$ cat config.mk
export PLATFORM = sky130hd
export DESIGN_NAME = uart_loader_flat
export DESIGN_NICKNAME = d
export VERILOG_FILES = /design/src/rtl/uart_loader_if.sv /design/src/rtl/uart_loader.sv /design/src/flat_wrapper.sv
export SDC_FILE = /design/constraint.sdc
export NUM_CORES = 1
export LEC_CHECK = 0
export CAP_MARGIN = 30
export CORE_ASPECT_RATIO = 0.75
export CORE_UTILIZATION = 34
export DETAILED_ROUTE_END_ITERATION = 16
export GPL_TIMING_DRIVEN = 0
export SLEW_MARGIN = 30
export SYNTH_ARGS = -nofsm -noshare
export SYNTH_HDL_FRONTEND = slang
export SYNTH_SLANG_ARGS = --single-unit
$ cat constraint.sdc
create_clock -name clk -period 2.1 [get_ports clk]
set_input_delay 0.42 -clock clk [delete_from_list [all_inputs] [get_ports clk]]
set_output_delay 0.42 -clock clk [all_outputs]
set_load 0.005 [all_outputs]
$ cat src/rtl/uart_loader_if.sv
// Byte-stream input from the UART receiver and the instruction-memory
// write port, bundled so the loader and its neighbours share one handle.
// The loader uses the slave modport; the byte source / memory side uses master.
interface uart_loader_if #(
   parameter int ADDR_WIDTH = 10
);
   logic [7:0]            rx_byte;
   logic                  rx_byte_valid;
   logic                  imem_we;
   logic [ADDR_WIDTH-1:0] imem_addr;
   logic [31:0]           imem_wdata;

   modport master (
      output rx_byte,
      output rx_byte_valid,
      input  imem_we,
      input  imem_addr,
      input  imem_wdata
   );

   modport slave (
      input  rx_byte,
      input  rx_byte_valid,
      output imem_we,
      output imem_addr,
      output imem_wdata
   );
endinterface

$ cat src/rtl/uart_loader.sv
// Program loader: turns the UART byte stream (MAGIC, 4-byte little-endian
// word count, N little-endian words, XOR checksum) into instruction-memory
// writes and keeps the CPU in reset until a load has been verified.
module uart_loader #(
   parameter int          ADDR_WIDTH    = 10,
   parameter int          TIMEOUT_CLKS  = 1000000,
   parameter logic [7:0]  MAGIC         = 8'hA5,
   parameter bit          HOLD_AT_RESET = 1'b1
) (
   input  logic             clk,
   input  logic             rst_n,
   uart_loader_if.slave     bus,
   output logic             cpu_hold,
   output logic             busy,
   output logic             load_done,
   output logic             load_error
);

   localparam int TW = $clog2(TIMEOUT_CLKS + 1);
   localparam int WW = ADDR_WIDTH + 1;

   // Largest legal word count: exactly fills the memory.
   localparam logic [32:0]   CAPACITY = 33'd1 << ADDR_WIDTH;
   // Counter value on the last idle clock before the load is abandoned.
   localparam logic [TW-1:0] TMO_LAST = TW'(TIMEOUT_CLKS - 1);

   typedef enum logic [2:0] {
      S_IDLE,
      S_LEN,
      S_DATA,
      S_CHECK,
      S_ERROR
   } state_t;

   state_t          state_reg;
   logic [1:0]      byte_idx_reg;
   logic [WW-1:0]   word_idx_reg;
   logic [31:0]     len_reg;
   logic [31:0]     word_reg;
   logic [7:0]      csum_reg;
   logic [TW-1:0]   tmo_reg;

   logic [31:0]     len_full;
   logic [31:0]     word_full;
   logic [7:0]      csum_next;
   logic [WW-1:0]   word_idx_next;
   logic            len_oversize;
   logic            last_word;
   logic            load_active;
   logic            tmo_expire;

   // Length bytes arrive LSB first, so each new byte enters at the top.
   assign len_full      = {bus.rx_byte, len_reg[31:8]};
   assign len_oversize  = ({1'b0, len_full} > CAPACITY);
   assign csum_next     = csum_reg ^ bus.rx_byte;
   assign word_idx_next = word_idx_reg + 1'b1;
   assign last_word     = (32'(word_idx_next) == len_reg);
   assign load_active   = (state_reg == S_LEN) || (state_reg == S_DATA) ||
                          (state_reg == S_CHECK);
   assign tmo_expire    = (tmo_reg == TMO_LAST);

   // Word being assembled with the incoming byte dropped into its lane.
   genvar gi;
   generate
      for (gi = 0; gi < 4; gi++) begin : g_lane
         assign word_full[gi*8 +: 8] = (byte_idx_reg == 2'(gi)) ?
                                       bus.rx_byte : word_reg[gi*8 +: 8];
      end
   endgenerate

   // Load sequencer: protocol FSM, counters, checksum and registered outputs.
   always_ff @(posedge clk or negedge rst_n) begin
      if (!rst_n) begin
         state_reg      <= S_IDLE;
         byte_idx_reg   <= '0;
         word_idx_reg   <= '0;
         len_reg        <= '0;
         word_reg       <= '0;
         csum_reg       <= '0;
         tmo_reg        <= '0;
         bus.imem_we    <= 1'b0;
         bus.imem_addr  <= '0;
         bus.imem_wdata <= '0;
         cpu_hold       <= HOLD_AT_RESET;
         busy           <= 1'b0;
         load_done      <= 1'b0;
         load_error     <= 1'b0;
      end else begin
         bus.imem_we <= 1'b0;

         // Inter-byte watchdog; a byte arriving on the expiry clock still wins.
         if (load_active) begin
            if (bus.rx_byte_valid) begin
               tmo_reg <= '0;
            end else begin
               tmo_reg <= tmo_reg + 1'b1;
               if (tmo_expire) begin
                  state_reg  <= S_ERROR;
                  load_error <= 1'b1;
                  busy       <= 1'b0;
               end
            end
         end

         case (state_reg)
            S_IDLE: begin
               if (bus.rx_byte_valid && (bus.rx_byte == MAGIC)) begin
                  state_reg    <= S_LEN;
                  busy         <= 1'b1;
                  cpu_hold     <= 1'b1;
                  load_done    <= 1'b0;
                  load_error   <= 1'b0;
                  byte_idx_reg <= '0;
                  word_idx_reg <= '0;
                  len_reg      <= '0;
                  word_reg     <= '0;
                  csum_reg     <= '0;
                  tmo_reg      <= '0;
               end
            end

            S_LEN: begin
               if (bus.rx_byte_valid) begin
                  len_reg      <= len_full;
                  csum_reg     <= csum_next;
                  byte_idx_reg <= byte_idx_reg + 2'd1;
                  if (byte_idx_reg == 2'd3) begin
                     if (len_oversize) begin
                        state_reg  <= S_ERROR;
                        load_error <= 1'b1;
                        busy       <= 1'b0;
                     end else if (len_full == 32'd0) begin
                        state_reg <= S_CHECK;
                     end else begin
                        state_reg <= S_DATA;
                     end
                  end
               end
            end

            S_DATA: begin
               if (bus.rx_byte_valid) begin
                  word_reg     <= word_full;
                  csum_reg     <= csum_next;
                  byte_idx_reg <= byte_idx_reg + 2'd1;
                  if (byte_idx_reg == 2'd3) begin
                     // Word complete: one-cycle write strobe on the next clock.
                     bus.imem_we    <= 1'b1;
                     bus.imem_addr  <= word_idx_reg[ADDR_WIDTH-1:0];
                     bus.imem_wdata <= word_full;
                     word_idx_reg   <= word_idx_next;
                     if (last_word) begin
                        state_reg <= S_CHECK;
                     end
                  end
               end
            end

            S_CHECK: begin
               if (bus.rx_byte_valid) begin
                  if (bus.rx_byte == csum_reg) begin
                     state_reg <= S_IDLE;
                     load_done <= 1'b1;
                     busy      <= 1'b0;
                     cpu_hold  <= 1'b0;
                  end else begin
                     state_reg  <= S_ERROR;
                     load_error <= 1'b1;
                     busy       <= 1'b0;
                  end
               end
            end

            // Failed load: flags were set on entry; CPU stays held.
            S_ERROR: begin
               state_reg <= S_IDLE;
            end

            default: begin
               state_reg <= S_IDLE;
            end
         endcase
      end
   end

endmodule

$ cat src/flat_wrapper.sv
// flat-port wrapper written by rule: the top's interface ports become plain ports
module uart_loader_flat 
#(
   parameter int          ADDR_WIDTH    = 10,
   parameter int          TIMEOUT_CLKS  = 1000000,
   parameter logic [7:0]  MAGIC         = 8'hA5,
   parameter bit          HOLD_AT_RESET = 1'b1
)
  (clk, rst_n, cpu_hold, busy, load_done, load_error, bus_rx_byte, bus_rx_byte_valid, bus_imem_we, bus_imem_addr, bus_imem_wdata);
  uart_loader_if #(.ADDR_WIDTH(ADDR_WIDTH)) bus_i ();
  input  logic clk;
  input  logic rst_n;
  output logic cpu_hold;
  output logic busy;
  output logic load_done;
  output logic load_error;
  input wire logic [$bits(bus_i.rx_byte)-1:0] bus_rx_byte;
  input wire logic [$bits(bus_i.rx_byte_valid)-1:0] bus_rx_byte_valid;
  output wire logic [$bits(bus_i.imem_we)-1:0] bus_imem_we;
  output wire logic [$bits(bus_i.imem_addr)-1:0] bus_imem_addr;
  output wire logic [$bits(bus_i.imem_wdata)-1:0] bus_imem_wdata;
  assign bus_i.rx_byte = bus_rx_byte;
  assign bus_i.rx_byte_valid = bus_rx_byte_valid;
  assign bus_imem_we = bus_i.imem_we;
  assign bus_imem_addr = bus_i.imem_addr;
  assign bus_imem_wdata = bus_i.imem_wdata;
  uart_loader #(.ADDR_WIDTH(ADDR_WIDTH), .TIMEOUT_CLKS(TIMEOUT_CLKS), .MAGIC(MAGIC), .HOLD_AT_RESET(HOLD_AT_RESET)) u_core (.clk(clk), .rst_n(rst_n), .bus(bus_i), .cpu_hold(cpu_hold), .busy(busy), .load_done(load_done), .load_error(load_error));
endmodule
# Yosys cells after proc, flatten, opt, wreduce, memory -nomap -nowiden
# Cells that the tools add are included.
[classes] n_reduce_logical=17 add_sub_neg=3 n_eq_ne=17 magnitude_cmp=1 bitwise=1 mux=67
[ops] cell="one-hot mux 32 bit (2 select lines)" n=2
[ops] cell="2-to-1 mux 32 bit" n=3
[ops] cell="2-to-1 mux 20 bit" n=4
[ops] cell="2-to-1 mux 8 bit" n=6
[ops] cell="2-to-1 mux 3 bit" n=12
[ops] cell="2-to-1 mux 11 bit" n=3
[ops] cell="equality test 11 x 32 -> 1 bit" n=1
[ops] cell="> comparator 32 x 11 -> 1 bit (second input constant)" n=1
[ops] cell="logical NOT 32 bit" n=1
[ops] cell="2-to-1 mux 1 bit" n=27
[ops] cell="one-hot mux 11 bit (2 select lines)" n=1
[ops] cell="adder 20 x 1 -> 20 bit (second input constant)" n=1
[ops] cell="equality test 20 bit (second input constant)" n=1
[ops] cell="one-hot mux 8 bit (2 select lines)" n=1
[ops] cell="one-hot mux 3 bit (4 select lines)" n=1
[ops] cell="AND reduction 3 bit" n=4
[ops] cell="adder 11 x 1 -> 11 bit (second input constant)" n=1
[ops] cell="!= test 2 bit (second input constant)" n=5
[ops] cell="equality test 8 bit" n=1
[ops] cell="equality test 8 bit (second input constant)" n=1
[ops] cell="AND reduction 4 bit" n=2
[ops] cell="nonzero test 2 bit" n=4
[ops] cell="bitwise XOR 8 bit" n=1
[ops] cell="equality test 3 x 2 -> 1 bit (second input constant)" n=2
[ops] cell="other kinds (14)" n=20
[totals] ff_bits=155 elab_cells=120 output_inout_bits=47 inputBits=11

# Longest topological paths before layout
# Gate-level depths: netlist of run 1.
[logic_depth] depth_word=8 ltp_mapped=9 mapped_depth_nobuf=7

# Worst setup path after synthesis of run 1
# Ideal clock, no wire load.
[synth_path] path_kind="flip-flop to flip-flop" start="register u_core.word_idx_reg[0]" end="register u_core.state_reg[0]" stages_incl_launch_ff=8 arrival_time_ns=1.877 n_path_buf=0 period_less_slack_ns=1.954 path_slack_ns=0.146 required_ns=2.024 setup_ns=0.076 path_cell_list="dfrtp_1 > ha_1 > and3_2 > and3_1 > nand3_1 > xnor2_1 > or4_1 > o21ai_1"
[synth_between] elab_chain_len=6
[synth_rtl] element="start: declaration" line_no="uart_loader.sv:37" rtl="logic [WW-1:0] word_idx_reg;"
[synth_rtl] element="start signal: assignment" line_no="uart_loader.sv:151" rtl="word_idx_reg <= word_idx_next;"
[synth_rtl] element="adder 11 x 1 -> 11 bit" line_no="uart_loader.sv:56" rtl="assign word_idx_next = word_idx_reg + 1'b1;"
[synth_rtl] element="equality test 11 x 32 -> 1 bit" line_no="uart_loader.sv:57" rtl="assign last_word = (32'(word_idx_next) == len_reg);"
[synth_rtl] element="2-to-1 mux 3 bit" line_no="uart_loader.sv:152" rtl="if (last_word) begin"
[synth_rtl] element="2-to-1 mux 3 bit" line_no="uart_loader.sv:146" rtl="if (byte_idx_reg == 2'd3) begin"
[synth_rtl] element="2-to-1 mux 3 bit" line_no="uart_loader.sv:142" rtl="if (bus.rx_byte_valid) begin"
[synth_rtl] element="one-hot mux 3 bit (4 select lines)" line_no="uart_loader.sv:105" rtl="case (state_reg)"
[synth_rtl] element="end signal: assignment" line_no="uart_loader.sv:108" rtl="state_reg <= S_LEN;"
[synth_rtl] element="end signal: assignment" line_no="uart_loader.sv:153" rtl="state_reg <= S_CHECK;"
[synth_rtl] element="end signal: assignment" line_no="uart_loader.sv:162" rtl="state_reg <= S_IDLE;"
[synth_rtl] element="end: declaration" line_no="uart_loader.sv:35" rtl="state_t state_reg;"
# Every way passes these cells.
# A chain may end at the register's enable or synchronous reset.

# Worst setup path in the final report of run 1
[layout_path] start="input port bus_rx_byte_valid" end="register u_core.tmo_reg[7]"
[layout_between] elab_chain_len=4 word_cells_on_any_way=5 cone_classes="mux (4); reduce/logical (1)"
[layout_rtl] element="start: declaration" line_no="flat_wrapper.sv:18" rtl="input wire logic [$bits(bus_i.rx_byte_valid)-1:0] bus_rx_byte_valid;"
[layout_rtl] element="2-to-1 mux 20 bit" line_no="uart_loader.sv:93" rtl="if (bus.rx_byte_valid) begin"
[layout_rtl] element="2-to-1 mux 20 bit" line_no="uart_loader.sv:92" rtl="if (load_active) begin"
[layout_rtl] element="2-to-1 mux 20 bit" line_no="uart_loader.sv:107" rtl="if (bus.rx_byte_valid && (bus.rx_byte == MAGIC)) begin"
[layout_rtl] element="2-to-1 mux 20 bit (*)" line_no="uart_loader.sv:105"
[layout_rtl] element="end signal: assignment" line_no="uart_loader.sv:96" rtl="tmo_reg <= tmo_reg + 1'b1;"
[layout_rtl] element="end: declaration" line_no="uart_loader.sv:41" rtl="logic [TW-1:0] tmo_reg;"
# Every way passes the cells marked *; elsewhere a longest branch is shown, timed or not.

==> impl_summary.log, run 1 <==
[metrics] result of the run: finished, final reports clean
[metrics] fraction of synthesis flops using an asynchronous set or reset pin: 100.0%
[metrics] Slew HR: 56.16%
[metrics] final sum of negative setup slack: 0 ps
[metrics] leakage power summed over all cells: 0.003846 uW
[metrics] peak fanout along the critical path: 10
[metrics] Reg clk slew, reported paths: 60 ps
[metrics] met2 Resource Use GR: 25.51%
[metrics] Detailed Place HPWL: 12,490 um
[metrics] Final Slew Violations: 0
[metrics] antenna violations before repair: 0
[metrics] width of the die: 168.0 um
[metrics] Post-synth EDFFs: 0
[metrics] number of instances in the synthesized netlist: 763
[metrics] setup repair after global routing missed its margin: yes
[metrics] Sinks on Clock Net: 147
[metrics] Reg power frac: 42.7%
[metrics] Congestion Overflow GR: 0
[metrics] NumNets Final: 858
[metrics] global-route layer with the greatest usage: met1
[metrics] CORE AREA: 20,270 um2
[metrics] Total Die Area: 21,260 um2
[metrics] placed cell area: 7955 um2
[metrics] # fillers: 2,020
[metrics] library cells used by synthesis: 55
[metrics] global-route usage over all layers: 18.64%
[metrics] Die Height: 126.5 um
[metrics] total count of hold-check failures in the final report: 0
[metrics] violation count after the first detailed-routing iteration: 511
[metrics] fraction of power consumed by combinational cells: 14.9%
[metrics] buffer depth of the longest clock path: 2
[metrics] Final setup viols: 0
[metrics] combined area of all synthesized cells: 7029 um2
[metrics] Pre-antenna DRT Iters: 4
[metrics] worst path setup slack after routing: 85.85 ps
[metrics] Post-DRT Antenna Nets: 0
[metrics] Via-to-Cell Ratio: 5.274
[metrics] arrival time worst endpoint: 2320 ps
[metrics] synth warn: 0
[metrics] cell at the root of the clock tree: clkbuf_16
[metrics] wire length reported by the detailed router: 18,750 um
[metrics] switching power summed over all nets: 2303 uW
[metrics] antenna cells: 0
[metrics] Post-route DRC: 0
[metrics] number of rows in the core area: 45
[metrics] global placement routability congestion: 0.8255
[metrics] transition time of the tightest slew-check pin: 653.2 ps
[metrics] worst min-delay path class: input pin to flop
[metrics] Syn-to-layout area delta: 25.63%
[metrics] starting utilization of the core area: 34.68%
[metrics] type of the worst setup path: input pin to flop
[metrics] overall power after layout: 7804 uW
[metrics] vias in the first global route: 5,637
[metrics] Setup Skew: 13.92 ps
[metrics] TritonCTS buffer count: 17
[metrics] mean post-synth cell area: 9.213 um2
[metrics] port bufs: 57
[metrics] CTS H-tree lvls: 4
[metrics] global routing usage on met1: 28.67%
[metrics] # Max-Cap Violations: 0
[metrics] Fmax achieved: 0.4965 GHz
[metrics] Switching Fraction: 29.51%
[metrics] total power divided by cell area: 883.7 nW/um2
[metrics] final non-filler cell area: 8831 um2
[metrics] share of the clock period used by the worst path after layout: 95.91%
[metrics] end-of-flow core utilization: 43.57%
[metrics] flip-flop and latch area: 3686 um2
[metrics] CTS tree: built
[metrics] flop and latch count out of synthesis: 147
[metrics] global routing met3 resource utilization: 3.807%
[metrics] number of vias in the routed layout: 5,865
[metrics] number of nets produced by synthesis: 780
[metrics] VDD IR max: 0.0005584 V
[metrics] kind of start point of the critical path: input pin
[metrics] footprint of the multi-input gates: 3256 um2
[metrics] average routed wire per standard cell: 16.86 um
[metrics] Min Clock Period, post-route: 2014 ps
[metrics] internal portion of total power: 5501 uW
[metrics] Post-synth top flop: dfrtp_1
[metrics] kind of capture point of the worst setup path: flop
[metrics] clock latency on the worst-skew pair: 430 ps
[metrics] Post-Place Worst Slack: -823.6 ps
[metrics] I/O pin total: 58
[metrics] first-pass GRT wire length: 30,900 um
[metrics] worst endpoint required time: 2410 ps
[metrics] fraction of final layout cells sized beyond drive strength 1: 12.53%
[metrics] maximum number of pins on one net before global-route repair: 83
[metrics] Clk network pwr share: 42.4%
[metrics] sequential cell area fraction in the yosys report: 52.35%
## logic make-up after synthesis
logic type,count (synthesis),share of synthesized area [%]
AND/OR/NAND/NOR,317,20.90
AO/OA/AOI/OAI,177,15.11
flip-flops,147,52.35
buffers and inverters,65,3.791
XOR/XNOR,27,3.364
multiplexers,24,3.418
adder cells (fa/ha/maj),6,1.068
## critical path, stage by stage
cell,delay (ps)
clkdlybuf4s50_1,630
and2_2,300
nand4_1,170
buf_4,200
clkbuf_2,230
nand2_1,280
nor2_1,90
## cells in the final DEF, fill, tap and decap left out, drive strengths merged, types with 3 or more instances in the layout
master | netlist | layout
dfrtp | 146 | 146
clkbuf | 38 | 51
o22ai | 4 | 4
nand3 | 18 | 18
a32o | 21 | 21
o21ai | 109 | 109
clkdlybuf4s50 | 0 | 53
a31oi | 7 | 7
nor4 | 11 | 11
or3 | 5 | 5
nand2b | 12 | 12
xnor2 | 14 | 14
nor3b | 4 | 4
and2 | 5 | 5
inv | 8 | 18
mux2i | 24 | 24
buf | 19 | 25
nand4 | 9 | 9
xor2 | 13 | 13
and3 | 13 | 13
a22o | 4 | 4
dlymetal6s2s | 0 | 3
nor3 | 8 | 8
nor2 | 32 | 32
nand2 | 185 | 185
ha | 6 | 6
a21oi | 20 | 20
bufinv | 0 | 3
## area by class of cell
| cell class | count | share of cell area [%] |
|---|---|---|
| sequential | 147 | 41.74 |
| clock buffer | 17 | 4.817 |
| buffer | 51 | 2.720 |
| inverter | 8 | 0.3400 |
| timing repair buffer | 65 | 7.538 |
| tap | 258 | 3.655 |
| clock inverter | 15 | 2.324 |
| multi-input combinational | 551 | 36.87 |
## through the flow
stage                     instances  hold slack [ps]
final                          1112            448.1
after floorplan                 763            124.4
after global routing           1112            469.1
after detailed placement       1079            405.5
after CTS                      1113            480.3
after global placement         1078            460.3
## layer usage
layer	share of wire [%]	wire (um)	up-vias
met5	0	0	-
met4	1.4	266	0
met3	5.5	1037	21
met2	41	7623	154
met1	52	9822	2873
li1	-	-	2817
## path summary, 6_finish.rpt
| kind | start | slack (ps) | end | cells past startpoint |
|---|---|---|---|---|
| hold reg to reg | u_core.bus.imem_addr[7] | 480 | u_core.bus.imem_addr[7] | 2 |
| hold / removal | bus_rx_byte[1] | 450 | u_core.csum_reg[1] | 3 |
| setup / recovery | bus_rx_byte_valid | 90 | u_core.tmo_reg[7] | 7 |
| max in group asynchronous | rst_n | 790 | u_core.len_reg[25] | 3 |
| min in group asynchronous | rst_n | 520 | u_core.tmo_reg[16] | 2 |
| setup reg to reg | u_core.state_reg[1] | 90 | u_core.tmo_reg[7] | 7 |
## power by group through the flow
stage / Clock, uW / Combinational (uW) / Sequential [uW]
2_1_floorplan: 0 / 807 / 3300
3_3_place_gp: 0 / 1080 / 3370
3_5_place_dp: 0 / 1110 / 3370
4_1_cts: 3370 / 1130 / 3320
5_1_grt: 3480 / 1290 / 3370
6_report: 3310 / 1160 / 3330
## synthesized netlist by cell type, types with 12 or more instances
cell	number	area, um2
a32o_1	21	210.2
nand2b_1	12	75.07
nand3_1	17	85.08
xor2_1	13	113.9
nor2_1	32	120.1
clkbuf_1	37	138.9
mux2i_1	24	240.2
dfrtp_1	146	3654
nand2_1	185	694.4
xnor2_1	14	122.6
o21ai_0	105	525.5
a21oi_1	19	95.09
## repair_timing
action / in CTS / in global routing
resized for setup: 25 / 43
hold endpoints to repair: 64 / 0
endpoints found under the setup margin: 124 / 102
pin swaps: 1 / 3
hold buffers: 1 / 0
buffers inserted: 3 / 3
cloned: 0 / 0
(Power assumes the default switching activity.)
==> run 2: changes to the inputs <==
--- a/config.mk
+++ b/config.mk
@@ -11,4 +11,5 @@
 export DETAILED_ROUTE_END_ITERATION = 16
 export GPL_TIMING_DRIVEN = 0
+export PLACE_DENSITY = 0.58
 export SLEW_MARGIN = 30
 export SYNTH_ARGS = -nofsm -noshare
==> constraint.sdc (replaced) <==
create_clock -name clk -period 2.1 [get_ports clk]
set_input_delay 0.63 -clock clk [delete_from_list [all_inputs] [get_ports clk]]
set_output_delay 0.63 -clock clk [all_outputs]
set_load 0.005 [all_outputs]
==> run 2 against run 1 <==
Compared with the run above: the flow now finishes with violations (negative setup slack); register-to-register slack got worse by 97 ps; sequential share of layout area decreased by 0.12 points; maximum frequency decreased by 4.6%; first-iteration DRC count increased by 4.5%; power decreased by 1.9%; setup slack got worse by 97 ps; highest routed layer is now met5.
==> impl_summary.log, run 2 (synthesis gave the netlist of run 1 again) <==
[metrics] antenna violations before repair: 1
[metrics] Final Slew Violations: 0
[metrics] Final setup viols: 1
[metrics] failing checks: negative setup slack
[metrics] total power divided by cell area: 864.9 nW/um2
[metrics] Reg clk slew, reported paths: 60 ps
[metrics] switching power summed over all nets: 2229 uW
[metrics] global placement routability congestion: 0.8196
[metrics] number of rows in the core area: 45
[metrics] Fmax achieved: 0.4738 GHz
[metrics] violation count after the first detailed-routing iteration: 534
[metrics] Via-to-Cell Ratio: 5.215
[metrics] kind of capture point of the worst setup path: flop
[metrics] wire length reported by the detailed router: 18,760 um
[metrics] Pre-antenna DRT Iters: 5
[metrics] kind of start point of the critical path: flop
[metrics] fraction of power consumed by combinational cells: 15.6%
[metrics] TritonCTS buffer count: 17
[metrics] VDD IR max: 0.0006372 V
[metrics] Setup Skew: 18.97 ps
[metrics] Clk network pwr share: 40.8%
[metrics] Syn-to-layout area delta: 25.92%
[metrics] global-route usage over all layers: 18.51%
[metrics] commonest cells after routing, fill and taps aside: nand2_1 (183), dfrtp_1 (143), o21ai_0 (95)
[metrics] internal portion of total power: 5426 uW
[metrics] CTS H-tree lvls: 4
[metrics] leakage power summed over all cells: 0.003847 uW
[metrics] buffer depth of the longest clock path: 2
[metrics] type of the worst setup path: flop to flop
[metrics] Switching Fraction: 29.12%
[metrics] Slew HR: 53.42%
[metrics] cell at the root of the clock tree: clkbuf_16
[metrics] fraction of final layout cells sized beyond drive strength 1: 13.33%
[metrics] CTS tree: built
[metrics] Post-route DRC: 0
[metrics] arrival time worst endpoint: 2450 ps
[metrics] Post-DRT Antenna Nets: 0
[metrics] final sum of negative setup slack: -10.78 ps
[metrics] average routed wire per standard cell: 16.73 um
[metrics] Total Die Area: 21,260 um2
[metrics] worst min-delay path class: input pin to async pin
[metrics] setup repair after global routing missed its margin: yes
[metrics] Detailed Place HPWL: 12,260 um
[metrics] # fillers: 2,007
[metrics] final non-filler cell area: 8851 um2
[metrics] maximum number of pins on one net before global-route repair: 86
[metrics] I/O pin total: 58
[metrics] result of the run: complete, but fails checks
[metrics] total count of hold-check failures in the final report: 0
[metrics] clock latency on the worst-skew pair: 430 ps
[metrics] end-of-flow core utilization: 43.67%
[metrics] peak fanout along the critical path: 6
[metrics] vias in the first global route: 5,605
[metrics] width of the die: 168.0 um
[metrics] # Max-Cap Violations: 0
[metrics] share of the clock period used by the worst path after layout: 100.5%
[metrics] placed cell area: 7955 um2
[metrics] number of vias in the routed layout: 5,846
[metrics] Sinks on Clock Net: 147
[metrics] Congestion Overflow GR: 0
[metrics] most common cell after layout, fill and taps aside: nand2_1
[metrics] CORE AREA: 20,270 um2
[metrics] Die Height: 126.5 um
[metrics] Min Clock Period, post-route: 2111 ps
[metrics] starting utilization of the core area: 34.68%
[metrics] Reg power frac: 43.6%
[metrics] first-pass GRT wire length: 30,600 um
[metrics] transition time of the tightest slew-check pin: 698.6 ps
[metrics] worst endpoint required time: 2440 ps
[metrics] overall power after layout: 7656 uW
[metrics] port bufs: 57
[metrics] NumNets Final: 867
[metrics] worst path setup slack after routing: -10.78 ps
[metrics] antenna cells: 0
-- run 2: power by group through the flow --
stage | combinational (uW) | clock, uW | sequential (uW)
after global routing | 1350 | 3270 | 3380
after CTS | 1160 | 3160 | 3330
after floorplan | 807 | 0 | 3300
after detailed placement | 1110 | 0 | 3370
after global placement | 1090 | 0 | 3370
final | 1190 | 3120 | 3340
-- run 2: worst paths after layout --
| check | end | cells after the start | slack, ps | startpoint |
|---|---|---|---|---|
| setup / recovery | u_core.state_reg[0] | 8 | -10 | u_core.word_idx_reg[0] |
| min in group clk | u_core.bus.imem_addr[7] | 2 | 470 | u_core.bus.imem_addr[7] |
| hold / removal | u_core.tmo_reg[17] | 1 | 150 | rst_n |
| setup reg to reg | u_core.state_reg[0] | 8 | -10 | u_core.word_idx_reg[0] |
| hold reg to reg | u_core.bus.imem_addr[7] | 2 | 470 | u_core.bus.imem_addr[7] |
| max in group asynchronous | u_core.word_reg[6] | 2 | 1160 | rst_n |
-- run 2: final cells by class --
| type | count | area (um2) | area share, % |
|---|---|---|---|
| well taps | 258 | 322.8 | 3.647 |
| clock inverters | 13 | 148.9 | 1.682 |
| repair buffers | 74 | 714.4 | 8.072 |
| plain buffers | 51 | 249.0 | 2.813 |
| multi-input cells | 551 | 3249 | 36.71 |
| flip-flops and latches | 147 | 3684 | 41.62 |
| inverters | 8 | 30.03 | 0.3393 |
| clock buffers | 19 | 452.9 | 5.117 |
-- run 2: per-layer routing --
metal / GRT usage (%) / part of all wire (%) / routed length (um)
met1: 28.57 / 53 / 9855
met2: 26.32 / 43 / 8047
met3: 3.900 / 4.1 / 768
met4: 3.778 / 0.39 / 73
met5: 0 / 0.069 / 13
-- run 2: what timing repair did --
action                                  4_1_cts  5_1_grt
hold endpoints to repair                      0        0
endpoints found under the setup margin      132       69
hold buffers                                  0        0
pin swaps                                     8        7
buffers inserted                             14        2
gates resized for setup                      52       25
-- run 2: through the flow --
stage / hold WS, ps / std cells / worst slack, ps
CTS: 165.2 / 1122 / 6.635
global route: 179.7 / 1121 / -110.0
global placement: 460.4 / 1078 / -5821
finish: 146.9 / 1121 / -10.78
detailed placement: 463.6 / 1079 / -1054
floorplan: 334.4 / 763 / 83.71
-- run 2: worst max-delay path: stages, from the launching register on --
cell and delay [ps]:
dfrtp_2 420, buf_4 150, and3_1 140, buf_6 130
and3_4 200, a31oi_1 190, nand4_1 100, or4_1 540
o21ai_2 150
==> run 3: changes to the inputs <==
CORE_UTILIZATION = 40   (was 34)
PLACE_DENSITY = 0.66   (was 0.58)
==> run 3 against run 2 <==
Compared with the run above: the run now ends clean; die area shrank 15%; global-route usage grew 2.5 points; power grew 2.1%; first-iteration DRC count shrank 30%; final area grew 1.2%; cell count shrank 1.3%; highest routed layer is now met4.
==> impl_summary.log, run 3 (synthesis gave the netlist of run 1 again) <==
[metrics] result of the run: finished, final reports clean
[metrics] Pre-antenna DRT Iters: 7
[metrics] total power divided by cell area: 872.8 nW/um2
[metrics] VDD IR max: 0.0005546 V
[metrics] kind of capture point of the worst setup path: flop
[metrics] Final setup viols: 0
[metrics] overall power after layout: 7815 uW
[metrics] transition time of the tightest slew-check pin: 631.4 ps
[metrics] CTS H-tree lvls: 4
[metrics] number of cells on the critical path: 6
[metrics] worst path setup slack after routing: 1.453 ps
[metrics] NumNets Final: 873
[metrics] kind of start point of the critical path: flop
[metrics] vias in the first global route: 5,492
[metrics] Post-DRT Antenna Nets: 0
[metrics] stage delay of the slowest cell on the critical path: 540 ps
[metrics] Fmax achieved: 0.4765 GHz
[metrics] Congestion Overflow GR: 0
[metrics] Min Clock Period, post-route: 2099 ps
[metrics] Final Slew Violations: 0
[metrics] type of the worst setup path: flop to flop
[metrics] Total Die Area: 18,110 um2
[metrics] # Max-Cap Violations: 0
[metrics] first-pass GRT wire length: 29,370 um
[metrics] maximum number of pins on one net before global-route repair: 87
[metrics] fraction of final layout cells sized beyond drive strength 1: 14.73%
[metrics] share of the clock period used by the worst path after layout: 99.93%
[metrics] Die Height: 116.8 um
[metrics] worst endpoint required time: 2430 ps
[metrics] CTS tree: built
[metrics] port bufs: 57
[metrics] Critical Path Slowest Stage Cell: or4_1
[metrics] Via-to-Cell Ratio: 5.305
[metrics] worst path bufs/invs: 0
[metrics] commonest cells after routing, fill and taps aside: nand2_1 (183), dfrtp_1 (141), o21ai_0 (100)
[metrics] Slew HR: 57.91%
[metrics] end-of-flow core utilization: 52.74%
[metrics] Setup Skew: 15.81 ps
[metrics] global placement routability congestion: 0.8222
[metrics] buffer depth of the longest clock path: 2
[metrics] starting utilization of the core area: 41.40%
[metrics] clock latency on the worst-skew pair: 430 ps
[metrics] Critical Path, Cell by Cell: nor3b_4 > nand3_4 > nor4_2 > nand4_1 > or4_1 > o21ai_1
[metrics] Detailed Place HPWL: 11,890 um
[metrics] worst min-delay path class: input pin to async pin
[metrics] number of rows in the core area: 41
[metrics] wire length reported by the detailed router: 17,870 um
[metrics] Post-Place Worst Slack: -1030 ps
[metrics] violation count after the first detailed-routing iteration: 372
[metrics] average routed wire per standard cell: 16.15 um
[metrics] cell at the root of the clock tree: clkbuf_16
[metrics] Post-route DRC: 0
[metrics] family of cells with the greatest summed delay on the critical path: simple AND/OR/NAND/NOR gates
[metrics] total count of hold-check failures in the final report: 0
[metrics] TritonCTS buffer count: 17
[metrics] final non-filler cell area: 8955 um2
[metrics] global-route usage over all layers: 21.02%
[metrics] I/O pin total: 58
[metrics] arrival time worst endpoint: 2430 ps
[metrics] number of buffers inserted for hold repair after clock tree synthesis: 0
[metrics] width of the die: 155.1 um
[metrics] most common cell after layout, fill and taps aside: nand2_1
[metrics] leakage power summed over all cells: 0.003911 uW
[metrics] Reg clk slew, reported paths: 70 ps
[metrics] antenna violations before repair: 1
[metrics] number of vias in the routed layout: 5,867
[metrics] Syn-to-layout area delta: 27.39%
[metrics] setup repair after global routing missed its margin: yes
[metrics] # fillers: 1,564
[metrics] CORE AREA: 16,980 um2
[metrics] peak fanout along the critical path: 7
[metrics] Sinks on Clock Net: 147
[metrics] count of cells along the worst register-to-register path: 6
[metrics] placed cell area: 7928 um2
## run 3: final cells by class
class	instances	area (um2)	share of cell area [%]
diodes	1	2.502	0.02794
plain buffers	50	244.0	2.725
clock buffers	17	425.4	4.751
clock inverters	15	214.0	2.389
inverters	8	30.03	0.3353
multi-input cells	551	3282	36.65
flip-flops and latches	147	3686	41.16
well taps	236	295.3	3.297
repair buffers	81	775.7	8.663
## run 3: stage by stage
stage,hold slack (ps),TNS (ps),std cells
after global placement,459.1,-909880,1056
after detailed placement,462.1,-95200,1057
after global routing,161.1,-142.4,1105
after CTS,148.3,0,1094
final,124.4,0,1106
after floorplan,334.4,0,763
## run 3: worst paths after layout
check / start / to / slack [ps]
worst max-delay path: u_core.state_reg[2] / u_core.state_reg[0] / 1
worst min-delay path: rst_n / u_core.tmo_reg[18] / 120
worst max register to register: u_core.state_reg[2] / u_core.state_reg[0] / 1
worst min register to register: u_core.bus.imem_addr[3] / u_core.bus.imem_addr[3] / 470
max in group asynchronous: rst_n / u_core.csum_reg[5] / 1170
min in group clk: u_core.bus.imem_addr[3] / u_core.bus.imem_addr[3] / 470
## run 3: timing repair
action                                  in CTS  in global routing
buffers inserted                             8                 15
resized for setup                           49                 34
pin swaps                                    3                 16
endpoints found under the setup margin     121                 95
cloned                                       0                  0
hold endpoints to repair                     0                  0
## run 3: power by group
group,switching [uW],internal [uW],leakage [uW]
Sequential,259,3070,0.00201
Combinational,668,506,0.00159
Clock,1370,1940,0.000311
## run 3: routing by layer
| layer | vias to the layer above | routed length (um) | global-route usage, % |
|---|---|---|---|
| met1 | 2844 | 9025 | 31.44 |
| met2 | 153 | 7579 | 30.66 |
| met4 | 0 | 241 | 6.403 |
| met3 | 24 | 1020 | 4.197 |
| met5 | - | 0 | 0 |
| li1 | 2846 | - | - |
